`config.mk`:
```
export PLATFORM = sky130hd
export DESIGN_NAME = mem_read_arbiter
export DESIGN_NICKNAME = d
export VERILOG_FILES = /design/src/rtl/mem_arb_pkg.sv /design/src/rtl/mem_read_arbiter_rr_picker.sv /design/src/rtl/mem_read_arbiter.sv
export SDC_FILE = /design/constraint.sdc
export NUM_CORES = 1
export LEC_CHECK = 0
export ABC_AREA = 1
export CAP_MARGIN = 25
export CORE_ASPECT_RATIO = 0.8
export CORE_MARGIN = 2
export CORE_UTILIZATION = 25
export DETAILED_ROUTE_END_ITERATION = 16
export PLACE_DENSITY = 0.83
export RECOVER_POWER = 50
export SYNTH_ARGS = -nofsm -noshare
export SYNTH_HDL_FRONTEND = slang
export SYNTH_SLANG_ARGS = --single-unit
```
`constraint.sdc`:
```
create_clock -name clk -period 1.5 [get_ports clk]
set_input_delay 0.15 -clock clk [delete_from_list [all_inputs] [get_ports clk]]
set_output_delay 0.15 -clock clk [all_outputs]
set_load 0.01 [all_outputs]
```
`src/rtl/mem_arb_pkg.sv`:
```
// Shared types and constants for the memory read-port arbiter.
// Fallback widths for builds that do not pass the system-wide defines.
`ifndef ADDR_WIDTH
`define ADDR_WIDTH 26
`endif
`ifndef DATA_WIDTH
`define DATA_WIDTH 32
`endif

package mem_arb_pkg;

    typedef enum logic [1:0] {
        ARB_IDLE = 2'd0,
        ARB_ADDR = 2'd1,
        ARB_DATA = 2'd2
    } arb_state_t;

    localparam int LEN_WIDTH = 4;
    localparam int ID_WIDTH  = 4;

    localparam int REQ_ICACHE   = 0;
    localparam int REQ_DCACHE   = 1;
    localparam int REQ_PREFETCH = 2;

endpackage

```
`src/rtl/mem_read_arbiter_rr_picker.sv`:
```
// Round-robin picker: first requesting index at or after rr_ptr, wrapping
// modulo N_REQ.
module rr_picker #(
    parameter int N_REQ = 2
) (
    input  logic [N_REQ-1:0] req,
    input  logic [1:0]       rr_ptr,
    output logic [1:0]       grant,
    output logic             any_req
);
    import mem_arb_pkg::*;

    // Walk offsets from farthest to nearest so the nearest match is written last and wins.
    always_comb begin
        grant   = 2'd0;
        any_req = |req;
        for (int off = N_REQ - 1; off >= 0; off--) begin
            for (int i = 0; i < N_REQ; i++) begin
                if (req[i] && (i == ((int'(rr_ptr) + off) % N_REQ))) begin
                    grant = 2'(i);
                end
            end
        end
    end

endmodule

```
`src/rtl/mem_read_arbiter.sv`:
```
// Shares one memory read port between N_REQ cache-refill requesters, one burst
// at a time, round-robin; the owner's address/data channels pass through combinationally.
module mem_read_arbiter #(
    parameter int N_REQ      = 2,
    parameter int ADDR_WIDTH = `ADDR_WIDTH,
    parameter int DATA_WIDTH = `DATA_WIDTH,
    parameter int LEN_WIDTH  = mem_arb_pkg::LEN_WIDTH
) (
    input  logic                                clk,
    input  logic                                rst,
    input  logic [ADDR_WIDTH-1:0]               req_araddr [N_REQ],
    input  logic [LEN_WIDTH-1:0]                req_arlen  [N_REQ],
    input  logic [N_REQ-1:0]                    req_arvalid,
    output logic [N_REQ-1:0]                    req_arready,
    output logic [DATA_WIDTH-1:0]               req_rdata,
    output logic [N_REQ-1:0]                    req_rvalid,
    input  logic [N_REQ-1:0]                    req_rready,
    output logic [ADDR_WIDTH-1:0]               mem_araddr,
    output logic [LEN_WIDTH-1:0]                mem_arlen,
    output logic [mem_arb_pkg::ID_WIDTH-1:0]    mem_arid,
    output logic                                mem_arvalid,
    input  logic                                mem_arready,
    input  logic [DATA_WIDTH-1:0]               mem_rdata,
    input  logic                                mem_rvalid,
    output logic                                mem_rready,
    output logic [1:0]                          o_owner,
    output logic                                o_busy
);
    import mem_arb_pkg::*;

    arb_state_t             state;
    arb_state_t             state_nxt;
    logic [1:0]             owner;
    logic [1:0]             rr_ptr;
    logic [1:0]             grant;
    logic                   any_req;
    logic [LEN_WIDTH:0]     beats_left;

    logic [ADDR_WIDTH-1:0]  own_araddr;
    logic [LEN_WIDTH-1:0]   own_arlen;
    logic                   own_rready;
    logic                   ar_hs;
    logic                   r_hs;
    logic                   last_beat;

    function automatic logic [1:0] ptr_after(input logic [1:0] idx);
        if (int'(idx) >= N_REQ - 1) begin
            return 2'd0;
        end
        return idx + 2'd1;
    endfunction

    rr_picker #(
        .N_REQ   (N_REQ)
    ) u_picker (
        .req     (req_arvalid),
        .rr_ptr  (rr_ptr),
        .grant   (grant),
        .any_req (any_req)
    );

    // Owner-indexed view of the requester inputs.
    always_comb begin
        own_araddr = '0;
        own_arlen  = '0;
        own_rready = 1'b0;
        for (int i = 0; i < N_REQ; i++) begin
            if (owner == 2'(i)) begin
                own_araddr = req_araddr[i];
                own_arlen  = req_arlen[i];
                own_rready = req_rready[i];
            end
        end
    end

    assign ar_hs     = (state == ARB_ADDR) && mem_arready;
    assign r_hs      = (state == ARB_DATA) && mem_rvalid && own_rready;
    assign last_beat = r_hs && (beats_left == (LEN_WIDTH + 1)'(1));

    // Next state and handshake steering; beats outside DATA are dropped.
    always_comb begin
        state_nxt   = state;
        mem_arvalid = 1'b0;
        mem_rready  = 1'b0;
        req_arready = '0;
        req_rvalid  = '0;
        case (state)
            ARB_IDLE: begin
                if (any_req) begin
                    state_nxt = ARB_ADDR;
                end
            end
            ARB_ADDR: begin
                mem_arvalid = 1'b1;
                for (int i = 0; i < N_REQ; i++) begin
                    req_arready[i] = (owner == 2'(i)) && mem_arready;
                end
                if (mem_arready) begin
                    state_nxt = (own_arlen == '0) ? ARB_IDLE : ARB_DATA;
                end
            end
            ARB_DATA: begin
                mem_rready = own_rready;
                for (int i = 0; i < N_REQ; i++) begin
                    req_rvalid[i] = (owner == 2'(i)) && mem_rvalid;
                end
                if (last_beat) begin
                    state_nxt = ARB_IDLE;
                end
            end
            default: begin
                state_nxt = ARB_IDLE;
            end
        endcase
    end

    always_ff @(posedge clk) begin
        if (rst) begin
            state      <= ARB_IDLE;
            owner      <= 2'd0;
            rr_ptr     <= 2'd0;
            beats_left <= '0;
        end else begin
            state <= state_nxt;
            if ((state == ARB_IDLE) && any_req) begin
                owner <= grant;
            end
            if (ar_hs) begin
                beats_left <= {1'b0, own_arlen};
                if (own_arlen == '0) begin
                    rr_ptr <= ptr_after(owner);
                end
            end
            if (r_hs) begin
                beats_left <= beats_left - (LEN_WIDTH + 1)'(1);
                if (last_beat) begin
                    rr_ptr <= ptr_after(owner);
                end
            end
        end
    end

    assign mem_araddr = own_araddr;
    assign mem_arlen  = own_arlen;
    assign mem_arid   = ID_WIDTH'(owner);
    assign req_rdata  = mem_rdata;
    assign o_owner    = owner;
    assign o_busy     = (state != ARB_IDLE);

endmodule

```
=== Word-level counts from Yosys, hierarchy flattened ===
Cells that the tools add are included.

* Register bits after elaboration: 11
* Input bits: 100
* Output and inout bits: 75
* Word-level logic and storage cells: 71

* Add/sub/neg operators: 3
* Magnitude comparators: 1
* Equality and inequality tests: 8
* Multiplexer cells: 34
* Bitwise operators: 1
* Reduce and logical (&&, ||, !) cells: 20

{| class="wikitable"
|+ Operators with widths
! operator !! number
|-
| 26-bit two-way mux || 2
|-
| 32-bit zero test || 1
|-
| 2-bit two-way mux || 13
|-
| 1-bit two-way mux || 14
|-
| 1-bit logical AND || 12
|-
| 5-bit two-way mux || 2
|-
| 4-bit two-way mux || 2
|-
| 2-bit != test, second input constant || 3
|-
| 2-bit one-hot mux with 3 select lines || 1
|-
| 5-bit by 1-bit equality test with 1-bit output, second input constant || 1
|-
| 5-bit by 1-bit subtractor with 5-bit output, second input constant || 1
|-
| 2-bit by 1-bit equality test with 1-bit output, second input constant || 2
|-
| 2-bit zero test || 2
|-
| 4-bit zero test || 1
|-
| 2-bit nonzero test || 2
|-
| 3-bit AND reduction || 1
|-
| 2-bit by 1-bit adder with 2-bit output, second input constant || 1
|-
| 2-bit equality test, first input constant || 1
|-
| 2-bit equality test, second input constant || 1
|-
| 2-bit by 1-bit >= comparator with 1-bit output, second input constant || 1
|-
| 2-bit OR reduction || 1
|-
| 1-bit adder, second input constant || 1
|-
| 1-bit bitwise AND, first input constant || 1
|}

=== Longest topological paths before layout ===
* Word-level depth: 12
* Depth in mapped cells: 11

=== Modules after synthesis ===
Synthesis repeated with hierarchy kept, for this count alone.

* Cells, all modules: 194
* Area, all modules: 1317.5 um^2

{| class="wikitable"
|+ Modules (own cells, without submodules)
! module !! times used !! cells each !! area an instance (um^2) !! sequential area each (um^2)
|-
| mem_read_arbiter || 1 || 188 || 1287.5 || 220.2
|-
| rr_picker || 1 || 6 || 30.0 || 0.0
|}

=== Worst setup path after synthesis ===
OpenSTA, ideal clock, no wires.

* Kind: reg-to-output
* From: register owner[0], in the netlist o_owner[0]
* To: output req_arready[1]
* Arrival time: 1.091 ns
* Required time: 1.350 ns
* Path slack: 0.259 ns
* Cell stages (with the launch flop): 6
* Buffers on the path: 3
* Cells stage by stage: dfxtp_1 buf_6 inv_6 buf_2 buf_2 nor2_1

* Word-level cells in the longest chain between the ends: 3

{| class="wikitable"
|+ Ends and longest elaborated chain
! what !! line !! source
|-
| from (decl) || mem_read_arbiter.sv:33 || <nowiki>logic [1:0] owner;</nowiki>
|-
| from (signal assigned) || mem_read_arbiter.sv:126 || <nowiki>owner <= grant;</nowiki>
|-
| 2-bit by 1-bit equality test with 1-bit output || mem_read_arbiter.sv:96 || <nowiki>req_arready[i] = (owner == 2'(i)) && mem_arready;</nowiki>
|-
| 1-bit logical AND || mem_read_arbiter.sv:96 ||
|-
| 2-bit two-way mux || mem_read_arbiter.sv:87 || <nowiki>case (state)</nowiki>
|-
| to (decl) || mem_read_arbiter.sv:14 || <nowiki>output logic [N_REQ-1:0] req_arready,</nowiki>
|}

Every way passes these cells.

=== Worst setup path after layout ===
* From: register owner[0], in the netlist o_owner[0]
* To: output mem_araddr[15]

* Word-level cells in the longest chain between the ends: 3

{| class="wikitable"
|+ Ends and longest elaborated chain
! what !! line !! source
|-
| 2-bit zero test || mem_read_arbiter.sv:68 || <nowiki>if (owner == 2'(i)) begin</nowiki>
|-
| 26-bit two-way mux || mem_read_arbiter.sv:68 ||
|-
| 26-bit two-way mux (*) || mem_read_arbiter.sv:68 ||
|-
| to (decl) || mem_read_arbiter.sv:18 || <nowiki>output logic [ADDR_WIDTH-1:0] mem_araddr,</nowiki>
|}

Mark *: on every way between the ends. The rest lies on a longest branch, timed or not.

==> run metrics <==
status=finished, final reports clean; Clock Latency Late Sink=roughly 0.24 ns; Non-Filler Instances=around 380; worst setup path class=reg2out; Peak VDD IR=about 450 uV; largest net degree at the start of global routing=24; top cells by count, synth=nand2_1 (111), buf_4 (37), nor2_1 (17), inv_1 (11), dfxtp_1 (9); initial drt markers=23; area of the die=5850 um^2; max cap viols=0; Final Cycle Share=96.3%; Clock Skews=about 0.0056 ns; total track usage=between 10% and 20%; multi-input logic area=a little under 800 um^2; NetSw=between 0.5 and 0.6 mW; IO Count=around 180; Leak Pwr=around 1.2 nW; GR peak layer=met2; Slew Limit Fails=0; CP endpoint=mem_araddr[15]; Row Count=23; Sw Ratio=between 30% and 40%; #FFs+latches synth=9; CP required=between 1 and 1.5 ns; Hold Worst Slack=0.300 ns; Worst Path Arrival=around 1.3 ns; proportion of synthesized chip area in sequential cells=a little over an eighth; register area=181 um^2; Final setup viols=0; Setup crit end kind=primary output; RePlAce Congestion=0.923; dpl cells=about 380; port bufs=about 110; Remaining Overflow, GRT=0; setup tns final=0 ns; Post-Syn Instances=between 200 and 250; layout cell share with drive strength beyond 1=~15%; crit-path max FO=7; Syn Area/Cell=5.63 um^2; H-tree levels=1; initial antenna violation count=0; Longest Clk Path Bufs=2; number of synthesized flops with an enable pin=0; Worst path max stage delay=0.35 ns; Reg2Reg Depth=12; min Tclk post-route=between 1 and 1.5 ns; Die W=85.0 um; Routed WL per cell=about 12 um; Reg-to-Reg End=state[1]$_SDFFE_PP0P_; CTS sink count=9; reg2reg start=o_owner[0]$_SDFFE_PP0P_; Post-DP HPWL=between 3 and 4 mm; Fill cells=519; leading register cell type out of synthesis=dfxtp_1; Reg2Reg Setup Slack=about 0.09 ns; Final Routed Wirelength=between 4 and 5 mm; vias in the first global route=1498; antenna cells=0; placed instance area=~2300 um^2; met1 usage=approximately 15%; Synth cell types=26; final core occ=46.7%; asr flop ratio synth=0%; CTS tree=built; pwr dens=a little over 600 nW/um^2; Max Fclk=~690 MHz; Via density=between 4 and 5; combinational share of power=roughly three fifths; post-route cell area=2350 um^2; CP Launch Type=flip-flop; hold depth=0; crit path from=o_owner[0]$_SDFFE_PP0P_; Synth top area share=between 30% and 40%; Yosys top cell by area=nand2_1; Final ANT Viol Nets=0; Post-route DRC=0; Hold Path Class=in2out; GR Util met3=around 5.5%; RSZ-0062 raised after global routing=yes; Clock power frac=approximately a fifth; Num CTS Buffers=3; Nets=approximately 420; Pint=around 0.9 mW; via count=1593; worst path cell trace=buf_12 -> inv_8 -> buf_4 -> nand2_1 -> nand2_1 -> dlygate4sd2_1; Area Overhead vs Synth=79.0%; core footprint=between 5000 and 6000 um^2; clk root buf=clkbuf_8; DRT Pass-1 Iters=5; crit-path most repeated cell=nand2_1; final hold violation count=0; met2 Usage GRT=26.7%; power share of the sequential group=between 15 and 20%; first-pass GRT wire length=between 6 and 7 mm; Starting Density=a little over a quarter; Die Height=between 60 and 70 um; Post-Syn Area=between 1000 and 1500 um^2; Worst-path clk slew=about 0.04 ns; Synth area leaders=nand2_1 (32%), buf_4 (21%), dfxtp_1 (14%); Critical-path top delay cell=dfxtp_2; most frequent cell after synthesis=nand2_1; Ys Warns=0
## final cells by class
| type | instances | share of cell area, % |
|---|---|---|
| Timing Repair Buffer | 123 | 51.0 |
| Multi-Input combinational cell | 168 | 33.2 |
| Sequential cell | 9 | 7.72 |
| Tap cell | 62 | 3.30 |
| Inverter | 15 | 2.82 |
| Clock buffer | 4 | 1.92 |
## cells in the final DEF (no fill, tap or decap), drive strengths merged
cell type      count
clkdlybuf4s15      6
inv               15
xor2               1
dlygate4sd3        1
clkdlybuf4s50     67
conb               4
dlygate4sd2       29
ha                 2
clkbuf             7
buf               17
dfxtp              9
o211ai             1
o21ai              7
a21oi              8
nand3              2
or2                1
nand2            120
nor2              22
## cells by family (layout without fill, tap and decap cells)
logic type / count (synthesis) / in the layout / share of synthesized area [%]
XOR/XNOR: 1 / 1 / 0.667
other: 1 / 4 / 0.286
adder cells (fa/ha/maj): 2 / 2 / 1.91
buffers and inverters: 59 / 142 / 29.0
AND/OR/NAND/NOR: 145 / 145 / 48.1
flip-flops: 9 / 9 / 13.7
AO/OA/AOI/OAI: 16 / 16 / 6.29
## sequential cells by signal, summed over array words and instances (netlist names)
register and flops:
state 2, o_owner 1, rr_ptr 1, beats_left 5
## worst max-delay path: cells and delay by family (launching register included)
kind | cells | cell delay (ns)
and+or+nand+nor | 2 | 0.10
buffers and inverters | 4 | 0.61
DFF | 1 | 0.35
## through the flow
step                      total power [mW]  setup slack (ns)
after global placement                1.20            -0.186
after detailed placement              1.21            -0.193
after floorplan                      0.771             0.259
after CTS                             1.44           0.00811
final                                 1.44            0.0562
after global routing                  1.55           -0.0131
## metal layers
metal | share of wire [%] | up-vias
met1 | 39 | 660
li1 | - | 829
met3 | 9.9 | 15
met5 | 0 | -
met2 | 49 | 89
met4 | 2.2 | 0
## how the worst min path moves through the flow
stage	startpoint	end	slack, ns
floorplan	rst	beats_left[2]$_SDFFE_PP0P_	0.22
global placement	mem_rdata[10]	req_rdata[10]	0.30
detailed placement	mem_rdata[10]	req_rdata[10]	0.30
CTS	mem_rdata[10]	req_rdata[10]	0.30
global route	mem_rdata[3]	req_rdata[3]	0.30
finish	mem_rdata[15]	req_rdata[15]	0.30
## power groups by stage
stage	Combinational (mW)	Clock [mW]	Sequential, mW
after floorplan	0.485	0	0.286
after global placement	0.910	0	0.287
after detailed placement	0.925	0	0.288
after CTS	0.857	0.295	0.284
after global routing	0.955	0.303	0.288
final	0.871	0.288	0.286
## what timing repair did
action | CTS | global route
setup endpoints to repair | 36 | 17
pin swaps | 0 | 5
gates resized for setup | 39 | 22
hold buffers | 0 | 0
buffers inserted | 2 | 0
(Power assumes the default switching activity.)
